## config.mk

```make
export PLATFORM = sky130hd
export DESIGN_NAME = cbb_pulse_synchronizer
export DESIGN_NICKNAME = d
export VERILOG_FILES = /design/src/rtl/cbb_pulse_synchronizer.sv
export SDC_FILE = /design/constraint.sdc
export NUM_CORES = 1
export LEC_CHECK = 0
export ABC_AREA = 1
export BUFFER_PORTS_ARGS = -buffer_cell sky130_fd_sc_hd__buf_4
export CAP_MARGIN = 40
export CORE_AREA = 2 2 39 41
export DETAILED_ROUTE_END_ITERATION = 10
export DIE_AREA = 0 0 41 43
export MAX_ROUTING_LAYER = met4
export PLACE_DENSITY = 0.3
export SYNTH_ARGS = -nofsm -noshare
export SYNTH_HDL_FRONTEND = slang
export SYNTH_SLANG_ARGS = --single-unit
export TNS_END_PERCENT = 5
```

## constraint.sdc

```tcl
create_clock -name i_clk -period 0.8 [get_ports i_clk]
set_input_delay 0.16 -clock i_clk [delete_from_list [all_inputs] [get_ports i_clk]]
set_output_delay 0.16 -clock i_clk [all_outputs]
set_load 0.05 [all_outputs]
```

## src/rtl/cbb_pulse_synchronizer.sv

```systemverilog
// rtl/cbb_pulse_synchronizer.sv - asynchronous event to i_clk domain pulse/level synchronizer
//
// Purpose:
//   Carries an event from a foreign clock domain into i_clk through a
//   P_SYNC_STAGE flop chain, optionally stretches it to at least
//   P_EXTEN_MULT cycles, then emits either a one-cycle pulse per rising
//   edge (CARE-1) or the conditioned level (NOTCARE). Output is registered.
//
// Ports:
//   i_clk        sole clock, rising edge
//   i_rst        synchronous active-high reset
//   i_pulse_src  event from the asynchronous domain (glitch-free register output)
//   o_pulse_dst  synchronized event in the i_clk domain
module cbb_pulse_synchronizer #(
    parameter string P_EXTEN_EN    = "DISABLE",
    parameter int    P_EXTEN_MULT  = 3,
    parameter int    P_SYNC_STAGE  = 2,
    parameter string P_PULSE_WIDTH = "CARE-1"
) (
    input  logic i_clk,
    input  logic i_rst,
    input  logic i_pulse_src,
    output logic o_pulse_dst
);

    localparam bit L_EXT_EN = (P_EXTEN_EN == "ENABLE");
    localparam bit L_CARE1  = (P_PULSE_WIDTH == "CARE-1");

    generate
        if (P_SYNC_STAGE < 2) begin : g_bad_sync_stage
            $error("cbb_pulse_synchronizer: P_SYNC_STAGE must be >= 2");
        end
        if (P_EXTEN_MULT < 2) begin : g_bad_exten_mult
            $error("cbb_pulse_synchronizer: P_EXTEN_MULT must be >= 2");
        end
        if (!(P_EXTEN_EN == "ENABLE" || P_EXTEN_EN == "DISABLE")) begin : g_bad_exten_en
            $error("cbb_pulse_synchronizer: P_EXTEN_EN must be ENABLE or DISABLE");
        end
        if (!(P_PULSE_WIDTH == "CARE-1" || P_PULSE_WIDTH == "NOTCARE")) begin : g_bad_pulse_width
            $error("cbb_pulse_synchronizer: P_PULSE_WIDTH must be CARE-1 or NOTCARE");
        end
    endgenerate

    // Synchronizer chain: plain flop-to-flop, nothing in between.
    logic [P_SYNC_STAGE-1:0] sync_q, sync_d;
    // Parallel marker chain: bit k is set once chain flop k holds a real
    // sample taken after reset rather than a reset value.
    logic [P_SYNC_STAGE-1:0] valid_q, valid_d;
    // Armed once a genuine low has emerged from the chain since reset, so a
    // level that was already high across reset never counts as a new edge.
    logic arm_q, arm_d;
    logic sync_raw;
    logic sync_g;
    logic ext;
    logic out_d;

    assign sync_raw = sync_q[P_SYNC_STAGE-1];
    assign sync_g   = sync_raw & arm_q;

    always_comb begin
        sync_d  = {sync_q[P_SYNC_STAGE-2:0], i_pulse_src};
        valid_d = {valid_q[P_SYNC_STAGE-2:0], 1'b1};
        arm_d   = arm_q | (valid_q[P_SYNC_STAGE-1] & ~sync_raw);
    end

    always_ff @(posedge i_clk) begin
        if (i_rst) begin
            sync_q  <= '0;
            valid_q <= '0;
            arm_q   <= 1'b0;
        end else begin
            sync_q  <= sync_d;
            valid_q <= valid_d;
            arm_q   <= arm_d;
        end
    end

    generate
        if (L_EXT_EN) begin : g_stretch
            localparam int CW = $clog2(P_EXTEN_MULT);
            logic          sync_hist_q;
            logic [CW-1:0] cnt_q, cnt_d;

            // A rising edge (re)loads the window, so closely spaced events merge.
            always_comb begin
                cnt_d = cnt_q;
                if (sync_g & ~sync_hist_q) begin
                    cnt_d = CW'(P_EXTEN_MULT - 1);
                end else if (cnt_q != '0) begin
                    cnt_d = cnt_q - CW'(1);
                end
            end

            always_ff @(posedge i_clk) begin
                if (i_rst) begin
                    sync_hist_q <= 1'b0;
                    cnt_q       <= '0;
                end else begin
                    sync_hist_q <= sync_g;
                    cnt_q       <= cnt_d;
                end
            end

            assign ext = sync_g | (cnt_q != '0);
        end else begin : g_no_stretch
            assign ext = sync_g;
        end
    endgenerate

    generate
        if (L_CARE1) begin : g_edge
            logic ext_hist_q;

            always_ff @(posedge i_clk) begin
                if (i_rst) begin
                    ext_hist_q <= 1'b0;
                end else begin
                    ext_hist_q <= ext;
                end
            end

            assign out_d = ext & ~ext_hist_q;
        end else begin : g_level
            assign out_d = ext;
        end
    endgenerate

    logic out_q;

    always_ff @(posedge i_clk) begin
        if (i_rst) begin
            out_q <= 1'b0;
        end else begin
            out_q <= out_d;
        end
    end

    assign o_pulse_dst = out_q;

endmodule

```

==> impl_metrics.json, run 1 <==
{
  "grt_max_degree": 7,
  "cts.clk_slew.worst_paths_ps": 50,
  "tightest_slew_ps": 127.5,
  "timing.critical_path.slowest_stage_cell": "dfxtp_2",
  "antenna_found_initial": 0,
  "placer_congestion_estimate": 0.6438,
  "netlist_area_sq_um": 200.2,
  "first_pass_grt_wire_length_um": 400,
  "yosys.area_share.xor_xnor_pct": 0,
  "report.final.setup_viol": 1,
  "yosysUniqueCellTypes": 7,
  "skew_ps": 3.104,
  "report.power.total_uw": 710.2,
  "cap_violations": 0,
  "synth_compound_area_share_pct": 0,
  "timing.critical_path.to_type": "output pin",
  "placement.io_buffers": 3,
  "initial_utilization_pct": 14.47,
  "yosysMostFrequentCell": "dfxtp_1",
  "crit_path_max_incr_delay_ps": 330,
  "yosysWarnings": 0,
  "viasPerCell": 2.977,
  "final.setup.worst_slack_ps": -68.66,
  "power_density_nw_per_um2": 2557,
  "drt_pre_antenna_iters": 2,
  "worstPathCellList": "buf_8",
  "async_set_or_reset_register_ratio_after_synthesis_pct": 0,
  "clkSinkCount": 7,
  "final-hold-violation-count": 0,
  "result_of_the_run": "complete, but fails checks",
  "synth.top_cells.by_area": "dfxtp_1 (70%), inv_1 (7.5%), nor2_1 (7.5%)",
  "dieArea_sq_um": 1763,
  "detailed_place_hpwl_um": 199.4,
  "synthSimpleGateAreaFrac_pct": 20.63,
  "track_usage_pct": 4.132,
  "criticalPathCategory": "register to output pin",
  "failing_checks": "setup timing",
  "critPathCapture": "o_pulse_dst",
  "post-cts-setup-buffer-count": 0,
  "final-max-slew-violation-count": 0,
  "final.min_clock_period_ps": 868.7,
  "gr-total-overflow": 0,
  "timing.slew.headroom_pct": 91.44,
  "antenna_left": 0,
  "hold_path.class": "input port to register",
  "layout.filler_cells": 149,
  "postSynth.topFlopCell": "dfxtp_1",
  "die_w_um": 41,
  "final_nets": 32,
  "crit-reg2reg-launch": "sync_q[1]",
  "synth_enable_flop_cells": 0,
  "cts.path.max_buffers": 2,
  "vias_in_the_first_global_route": 108,
  "synth_cells": 21,
  "chipHeight_um": 43,
  "post_cts_resized": 3,
  "reg2reg_setup_slack_ps": 210,
  "fp-row-count": 14,
  "max_freq_mhz": 1151,
  "hold-worst-slack_ps": 119.8,
  "drc": 0,
  "yosys-mux-area-fraction_pct": 0,
  "worst_ir_drop_vdd_v": 0.0007334,
  "synth.top_cells.by_count": "dfxtp_1 (7), inv_1 (4), nor2_1 (4)",
  "synth-seq-area-share_pct": 70.00,
  "timing.reg2reg.worst_path_depth": 2,
  "grt_setup_unrepaired": "yes",
  "seq_area_sq_um": 141.4,
  "synth.net_count": 24,
  "postCtsHoldBufs": 0,
  "cts-root-buf": "clkbuf_4",
  "critical_path.max_fanout": 1,
  "fin_crit_sh_pct": 108.6,
  "fin_util_pct": 20.07,
  "crit_cells": 1,
  "cellLeakagePower_nw": 0.1285,
  "place_inst": 40,
  "netlist.top_cell.by_area": "dfxtp_1",
  "r2r-end": "o_pulse_dst",
  "cp.buffers_inverters": 1,
  "post_route_cells_drive_above_1_share_pct": 32.14,
  "core-area_sq_um": 1384,
  "num_vias": 131,
  "yosysTopAreaCellShare_pct": 70.00,
  "wirelength_um": 254,
  "critPathLaunch": "o_pulse_dst",
  "timing.critical_path.max_delay_family": "flip-flops",
  "cts.htree.levels": 1,
  "synth_seq_cells": 7,
  "first_drt_iteration_drcs": 1,
  "cts_tree": "yes",
  "cp_data_required_time_ps": 640,
  "yosys.area_share.adder_pct": 0,
  "diodes": 0,
  "tritoncts.num_buffers": 3,
  "post_layout_nonfiller_instances": 44,
  "route.detailed.wl_per_inst_um": 5.773,
  "areaGrowthSynthToFinish_pct": 38.75,
  "critPathArrivalTime_ps": 710,
  "clk_latency_ps": 250,
  "avgSynthCellArea_sq_um": 9.533,
  "start_kind": "register",
  "multi_input_comb_area_sq_um": 41.29,
  "io_pins": 4,
  "dominant_combinational_cell_family_by_area_after_synthesis": "simple AND/OR/NAND/NOR gates"
}
[per-stage QoR]
stage | setup WS [ps] | area, sq um | TNS (ps)
CTS | -81.76 | 277.8 | -81.76
global placement | 168.6 | 242.7 | 0
floorplan | 52.67 | 200.2 | 0
detailed placement | 167.2 | 242.7 | 0
global route | -96.73 | 277.8 | -96.73
finish | -68.66 | 277.8 | -68.66
[routing by layer]
layer / vias up / share of wire [%] / track usage (%)
li1: 74 / - / -
met1: 53 / 50 / 4.235
met2: 4 / 42 / 3.750
met3: 0 / 7.9 / 6.283
met4: 0 / 0 / 2.000
met5: - / 0 / -
[cells in the final DEF (no fill, tap or decap)]
cell type,Yosys,routed
inv_1,4,4
dfxtp_1,7,6
inv_2,1,1
clkbuf_1,0,1
nor3_1,1,1
buf_4,0,2
clkbuf_4,0,3
nand2_1,3,3
buf_8,0,1
nand3_2,1,1
dfxtp_2,0,1
nor2_1,4,4
[worst min path at each step]
| stage | startpoint | slack [ps] | to | depth (start not counted) |
|---|---|---|---|---|
| floorplan | i_rst | 230 | sync_q[0] | 1 |
| global placement | i_pulse_src | 370 | sync_q[0] | 3 |
| detailed placement | i_pulse_src | 370 | sync_q[0] | 3 |
| CTS | i_rst | 110 | o_pulse_dst | 2 |
| global route | i_pulse_src | 120 | sync_q[0] | 3 |
| finish | i_rst | 120 | valid_q[1] | 2 |
[state kept, by name, indices dropped and copies added (netlist names)]
| register | flops |
|---|---|
| g_edge.ext_hist_q | 1 |
| o_pulse_dst | 1 |
| valid_q | 2 |
| sync_q | 2 |
| arm_q | 1 |
[power breakdown]
group,leakage [nW],total [mW],internal [mW],switching [mW]
Sequential,0.0583,0.370,0.365,0.00550
Clock,0.0150,0.310,0.190,0.121
Combinational,0.0553,0.0296,0.0141,0.0155
[cell type report]
class	instances	share of cell area, %
timing repair buffer	3	10.81
inverter	5	6.757
tap	16	7.207
clock buffer	4	9.459
sequential	7	50.90
multi-input combinational	9	14.86
[cells by family after synthesis]
logic type | count (synthesis)
buffers and inverters | 5
DFF | 7
and+or+nand+nor | 9
Power figures use the tool's default switching activity.
==> inputs of run 2 (changes only) <==
--- a/config.mk
+++ b/config.mk
@@ -5,7 +5,6 @@
 export SDC_FILE = /design/constraint.sdc
 export NUM_CORES = 1
 export LEC_CHECK = 0
-export ABC_AREA = 1
 export BUFFER_PORTS_ARGS = -buffer_cell sky130_fd_sc_hd__buf_4
 export CAP_MARGIN = 40
 export CORE_AREA = 2 2 39 41
@@ -13,6 +12,7 @@
 export DIE_AREA = 0 0 41 43
 export MAX_ROUTING_LAYER = met4
 export PLACE_DENSITY = 0.3
+export SKIP_LAST_GASP = 1
 export SYNTH_ARGS = -nofsm -noshare
 export SYNTH_HDL_FRONTEND = slang
 export SYNTH_SLANG_ARGS = --single-unit
==> run 2 against run 1 <==
The run still ends with setup timing left; clock skew is 2.4 ps lower; clock power about the same; sequential share of layout area up 2.2 points; via count is 11% lower; highest routed layer unchanged.
==> impl_metrics.json, run 2 <==
{
  "diodes": 0,
  "seq_area_sq_um": 141.4,
  "track_usage_pct": 4.747,
  "timing.critical_path.to_type": "output pin",
  "areaGrowthSynthToFinish_pct": 41.06,
  "detailed_place_hpwl_um": 179.1,
  "most_common_library_cell_in_the_layout_ignoring_fill_and_taps": "dfxtp_1",
  "dieArea_sq_um": 1763,
  "post_cts_resized": 2,
  "yosys-mux-area-fraction_pct": 0,
  "dominant_combinational_cell_family_by_area_after_synthesis": "simple AND/OR/NAND/NOR gates",
  "cts_tree": "yes",
  "synth.net_count": 19,
  "yosysWarnings": 0,
  "placer_congestion_estimate": 0.6361,
  "postSynth.topFlopCell": "dfxtp_1",
  "synth_seq_cells": 7,
  "cellLeakagePower_nw": 0.1104,
  "fp-row-count": 14,
  "final.min_clock_period_ps": 864.6,
  "hold_path.class": "input port to register",
  "synth_compound_area_share_pct": 3.974,
  "yosysMostFrequentCell": "dfxtp_1",
  "report.final.setup_viol": 1,
  "gr-total-overflow": 0,
  "placement.io_buffers": 3,
  "critPathArrivalTime_ps": 700,
  "fin_crit_sh_pct": 108.1,
  "report.power.total_uw": 706.5,
  "async_set_or_reset_register_ratio_after_synthesis_pct": 0,
  "multi_input_comb_area_sq_um": 45.04,
  "final_nets": 27,
  "synthSimpleGateAreaFrac_pct": 19.87,
  "cap_violations": 0,
  "antenna_found_initial": 0,
  "skew_ps": 0.7372,
  "layout.filler_cells": 148,
  "cts-root-buf": "clkbuf_4",
  "postCtsHoldBufs": 0,
  "synth_cells": 16,
  "final.setup.worst_slack_ps": -64.59,
  "drc": 0,
  "wirelength_um": 240,
  "critical_path.max_fanout": 1,
  "worst_ir_drop_vdd_v": 0.0009908,
  "timing.critical_path.max_delay_family": "flip-flops",
  "initial_utilization_pct": 13.65,
  "failing_checks": "setup timing",
  "clkSinkCount": 7,
  "cp.buffers_inverters": 1,
  "criticalPathCategory": "register to output pin",
  "die_w_um": 41,
  "worstPathCellList": "buf_8",
  "yosys.area_share.adder_pct": 0,
  "synth.top_cells.by_area": "dfxtp_1 (74%), nor2b_1 (13%), o21a_1 (4.0%)",
  "tritoncts.num_buffers": 3,
  "cts.clk_slew.worst_paths_ps": 50,
  "synth_enable_flop_cells": 0,
  "core-area_sq_um": 1384,
  "num_vias": 116,
  "yosysTopAreaCellShare_pct": 74.17,
  "synth.top_cells.by_count": "dfxtp_1 (7), nor2b_1 (4)",
  "final-hold-violation-count": 0,
  "timing.slew.headroom_pct": 91.27,
  "cp_data_required_time_ps": 640,
  "viasPerCell": 2.974,
  "layout_common_cells": "dfxtp_1 (6), nor2b_1 (4), clkbuf_4 (3), buf_4 (2)",
  "cts.path.max_buffers": 2,
  "clk_latency_ps": 240,
  "drt_pre_antenna_iters": 2,
  "result_of_the_run": "complete, but fails checks",
  "grt_setup_unrepaired": "yes",
  "max_freq_mhz": 1157,
  "fin_setup_tns_ps": -64.59,
  "chipHeight_um": 43,
  "tightest_slew_ps": 129.9,
  "first_drt_iteration_drcs": 2,
  "fin_util_pct": 19.26,
  "hold-worst-slack_ps": 116.7,
  "route.detailed.wl_per_inst_um": 6.154,
  "io_pins": 4,
  "post_route_cells_drive_above_1_share_pct": 34.78,
  "yosysUniqueCellTypes": 7,
  "post-cts-setup-buffer-count": 0,
  "final-max-slew-violation-count": 0,
  "pre_cts_ws_ps": 143.7,
  "first_pass_grt_wire_length_um": 441,
  "yosys.area_share.xor_xnor_pct": 0,
  "start_kind": "register",
  "layout_top_registers": "sync_q: 2 flops, valid_q: 2 flops",
  "avgSynthCellArea_sq_um": 11.81,
  "cts.htree.levels": 1,
  "netlist_area_sq_um": 188.9,
  "power_density_nw_per_um2": 2651,
  "timing.critical_path.slowest_stage_cell": "dfxtp_2",
  "crit_path_max_incr_delay_ps": 320,
  "grt_max_degree": 7,
  "antenna_left": 0,
  "netlist.top_cell.by_area": "dfxtp_1",
  "vias_in_the_first_global_route": 117,
  "synth-seq-area-share_pct": 74.17
}
## run 2: cell types whose count changed after synthesis, sizes merged
cell / previous run / this run
nand2: 3 / 1
nand3: 1 / 0
nor2: 4 / 1
inv: 5 / 1
o21a: 0 / 1
nor2b: 0 / 4
## run 2: final timing paths
kind | from | to | slack (ps) | cells after the start
worst min-delay path | i_rst | valid_q[0] | 120 | 2
worst min register to register | g_edge.ext_hist_q | o_pulse_dst | 380 | 1
worst max register to register | valid_q[1] | arm_q | 140 | 2
worst max-delay path | o_pulse_dst | o_pulse_dst | -60 | 1
## run 2: where the power goes
| part | switching, mW | total, mW | internal, mW |
|---|---|---|---|
| logic | 0.0109 | 0.0263 | 0.0154 |
| clock network | 0.123 | 0.312 | 0.190 |
| registers | 0.00414 | 0.368 | 0.364 |
| total | 0.138 | 0.707 | 0.569 |
## run 2: kinds of logic after synthesis
logic type,Yosys count
and+or+nand+nor,7
AOI/OAI and AO/OA,1
buffers and inverters,1
DFF,7
## run 2: per-stage QoR
step                      cell area, sq um  instances
after floorplan                      188.9         16
after global placement               231.5         35
after detailed placement             231.5         35
after CTS                            262.8         39
after global routing                 266.5         39
final                                266.5         39
## run 2: layout make-up
class / count / area share (%)
clock buffers: 4 / 9.859
inverters: 1 / 1.408
multi-input cells: 8 / 16.90
flip-flops and latches: 7 / 53.05
well taps: 16 / 7.512
repair buffers: 3 / 11.27
## run 2: per-layer routing
metal	GRT usage, %	part of all wire (%)
met1	3.571	53
met2	5.313	34
met3	9.424	13
met4	0	0
met5	-	0
==> inputs of run 3 (changes only) <==
==> constraint.sdc (replaced) <==
create_clock -name i_clk -period 1 [get_ports i_clk]
set_input_delay 0.2 -clock i_clk [delete_from_list [all_inputs] [get_ports i_clk]]
set_output_delay 0.2 -clock i_clk [all_outputs]
set_load 0.05 [all_outputs]
==> run 3 against run 2 <==
Critical path depth did not move; total power fell by 20%; routed wire length rose by 8.8%; register-to-register slack improved by 200 ps; setup slack improved by 120 ps; design area fell by 3.3%; the run now ends clean.
==> impl_metrics.json, run 3 (same netlist as run 2, synthesis figures left out) <==
{
  "post-cts-setup-buffer-count": 0,
  "max_freq_mhz": 1062,
  "switching_share_pct": 19.65,
  "cts_tree": "yes",
  "drt_pre_antenna_iters": 1,
  "share_clk_of_total_power_pct": 44.3,
  "tightest_slew_ps": 132.9,
  "skew_ps": 1.671,
  "post-route-cell-area_sq_um": 257.7,
  "route.detailed.wl_per_inst_um": 6.692,
  "hold-worst-slack_ps": 164.4,
  "most_common_library_cell_in_the_layout_ignoring_fill_and_taps": "dfxtp_1",
  "diodes": 0,
  "layout.filler_cells": 161,
  "timing.critical_path.slowest_stage_cell": "dfxtp_1",
  "initial_utilization_pct": 13.65,
  "placer_congestion_estimate": 0.5491,
  "hold_path.class": "input port to register",
  "areaGrowthSynthToFinish_pct": 36.42,
  "cap_violations": 0,
  "dieArea_sq_um": 1763,
  "die_w_um": 41,
  "cp.buffers_inverters": 1,
  "clkSinkCount": 7,
  "cell_internal_pwr_uw": 454.7,
  "final.setup.worst_slack_ps": 58.66,
  "power_density_nw_per_um2": 2195,
  "layout_common_cells": "dfxtp_1 (7), nor2b_1 (4), clkbuf_4 (3), buf_4 (3)",
  "final.min_clock_period_ps": 941.3,
  "cts.clk_slew.worst_paths_ps": 50,
  "power_frac_seq_pct": 52.0,
  "drc": 0,
  "pre_cts_ws_ps": 329.7,
  "io_pins": 4,
  "final_nets": 27,
  "crit_path_max_incr_delay_ps": 310,
  "tritoncts.num_buffers": 3,
  "timing.slew.headroom_pct": 91.07,
  "num_vias": 124,
  "antenna_left": 0,
  "cellLeakagePower_nw": 0.1082,
  "clk_latency_ps": 250,
  "postCtsHoldBufs": 0,
  "timing.critical_path.max_delay_family": "flip-flops",
  "cts.path.max_buffers": 2,
  "cts-root-buf": "clkbuf_4",
  "antenna_found_initial": 0,
  "post_dp_cell_area_sq_um": 231.5,
  "fin_util_pct": 18.63,
  "report.power.total_uw": 565.9,
  "placement.io_buffers": 3,
  "critical_path.max_fanout": 1,
  "timing.critical_path.to_type": "output pin",
  "core-area_sq_um": 1384,
  "start_kind": "register",
  "grt_setup_unrepaired": "no",
  "vias_in_the_first_global_route": 125,
  "share_comb_of_total_power_pct": 3.7,
  "final-max-slew-violation-count": 0,
  "gr-total-overflow": 0,
  "post_route_cells_drive_above_1_share_pct": 30.43,
  "fp-row-count": 14,
  "worst_ir_drop_vdd_v": 0.0007714,
  "cts.htree.levels": 1,
  "cp_data_required_time_ps": 800,
  "wirelength_um": 261,
  "chipHeight_um": 43,
  "worstPathCellList": "buf_4",
  "first_drt_iteration_drcs": 0,
  "criticalPathCategory": "register to output pin",
  "place_inst": 35,
  "post_cts_resized": 0,
  "track_usage_pct": 4.442,
  "critPathArrivalTime_ps": 740,
  "post_layout_nonfiller_instances": 39,
  "detailed_place_hpwl_um": 175.4,
  "report.final.setup_viol": 0,
  "fin_crit_sh_pct": 94.13,
  "first_pass_grt_wire_length_um": 434,
  "result_of_the_run": "finished, final reports clean",
  "switching_power_uw": 111.2,
  "layout_top_registers": "sync_q: 2 flops, valid_q: 2 flops",
  "grt_max_degree": 7,
  "fin_setup_tns_ps": 0,
  "final-hold-violation-count": 0,
  "viasPerCell": 3.179
}
[run 3: cell count changes in the layout (fill, tap and decap cells not counted)]
cell     change
dfxtp_1      +1
buf_4        +1
dfxtp_2      -1
buf_8        -1
[run 3: routing by layer]
layer / GRT usage, % / up-vias / wire, um
met1: 3.583 / 56 / 114
li1: - / 62 / -
met3: 6.283 / 0 / 33
met2: 5.313 / 6 / 114
met5: - / - / 0
met4: 2.000 / 0 / 0
[run 3: layout make-up]
type	instances	area (sq um)	share of cell area [%]
Tap cell	16	20.02	7.767
Timing Repair Buffer	3	22.52	8.738
Sequential cell	7	140.1	54.37
Clock buffer	4	26.28	10.19
Multi-Input combinational cell	8	45.04	17.48
Inverter	1	3.754	1.456
[run 3: path summary, 6_finish.rpt]
kind / start / slack (ps) / endpoint / cells after the start
worst max register to register: valid_q[1] / 340 / arm_q / 2
worst min register to register: g_edge.ext_hist_q / 390 / o_pulse_dst / 1
worst max-delay path: o_pulse_dst / 60 / o_pulse_dst / 1
worst min-delay path: i_pulse_src / 160 / sync_q[0] / 2
[run 3: power by group through the flow]
stage | Sequential (mW) | Combinational (mW) | Clock [mW]
6_report | 0.294 | 0.0211 | 0.251
2_1_floorplan | 0.300 | 0.00910 | 0
3_3_place_gp | 0.300 | 0.0207 | 0
5_1_grt | 0.295 | 0.0233 | 0.285
4_1_cts | 0.294 | 0.0215 | 0.266
3_5_place_dp | 0.300 | 0.0212 | 0
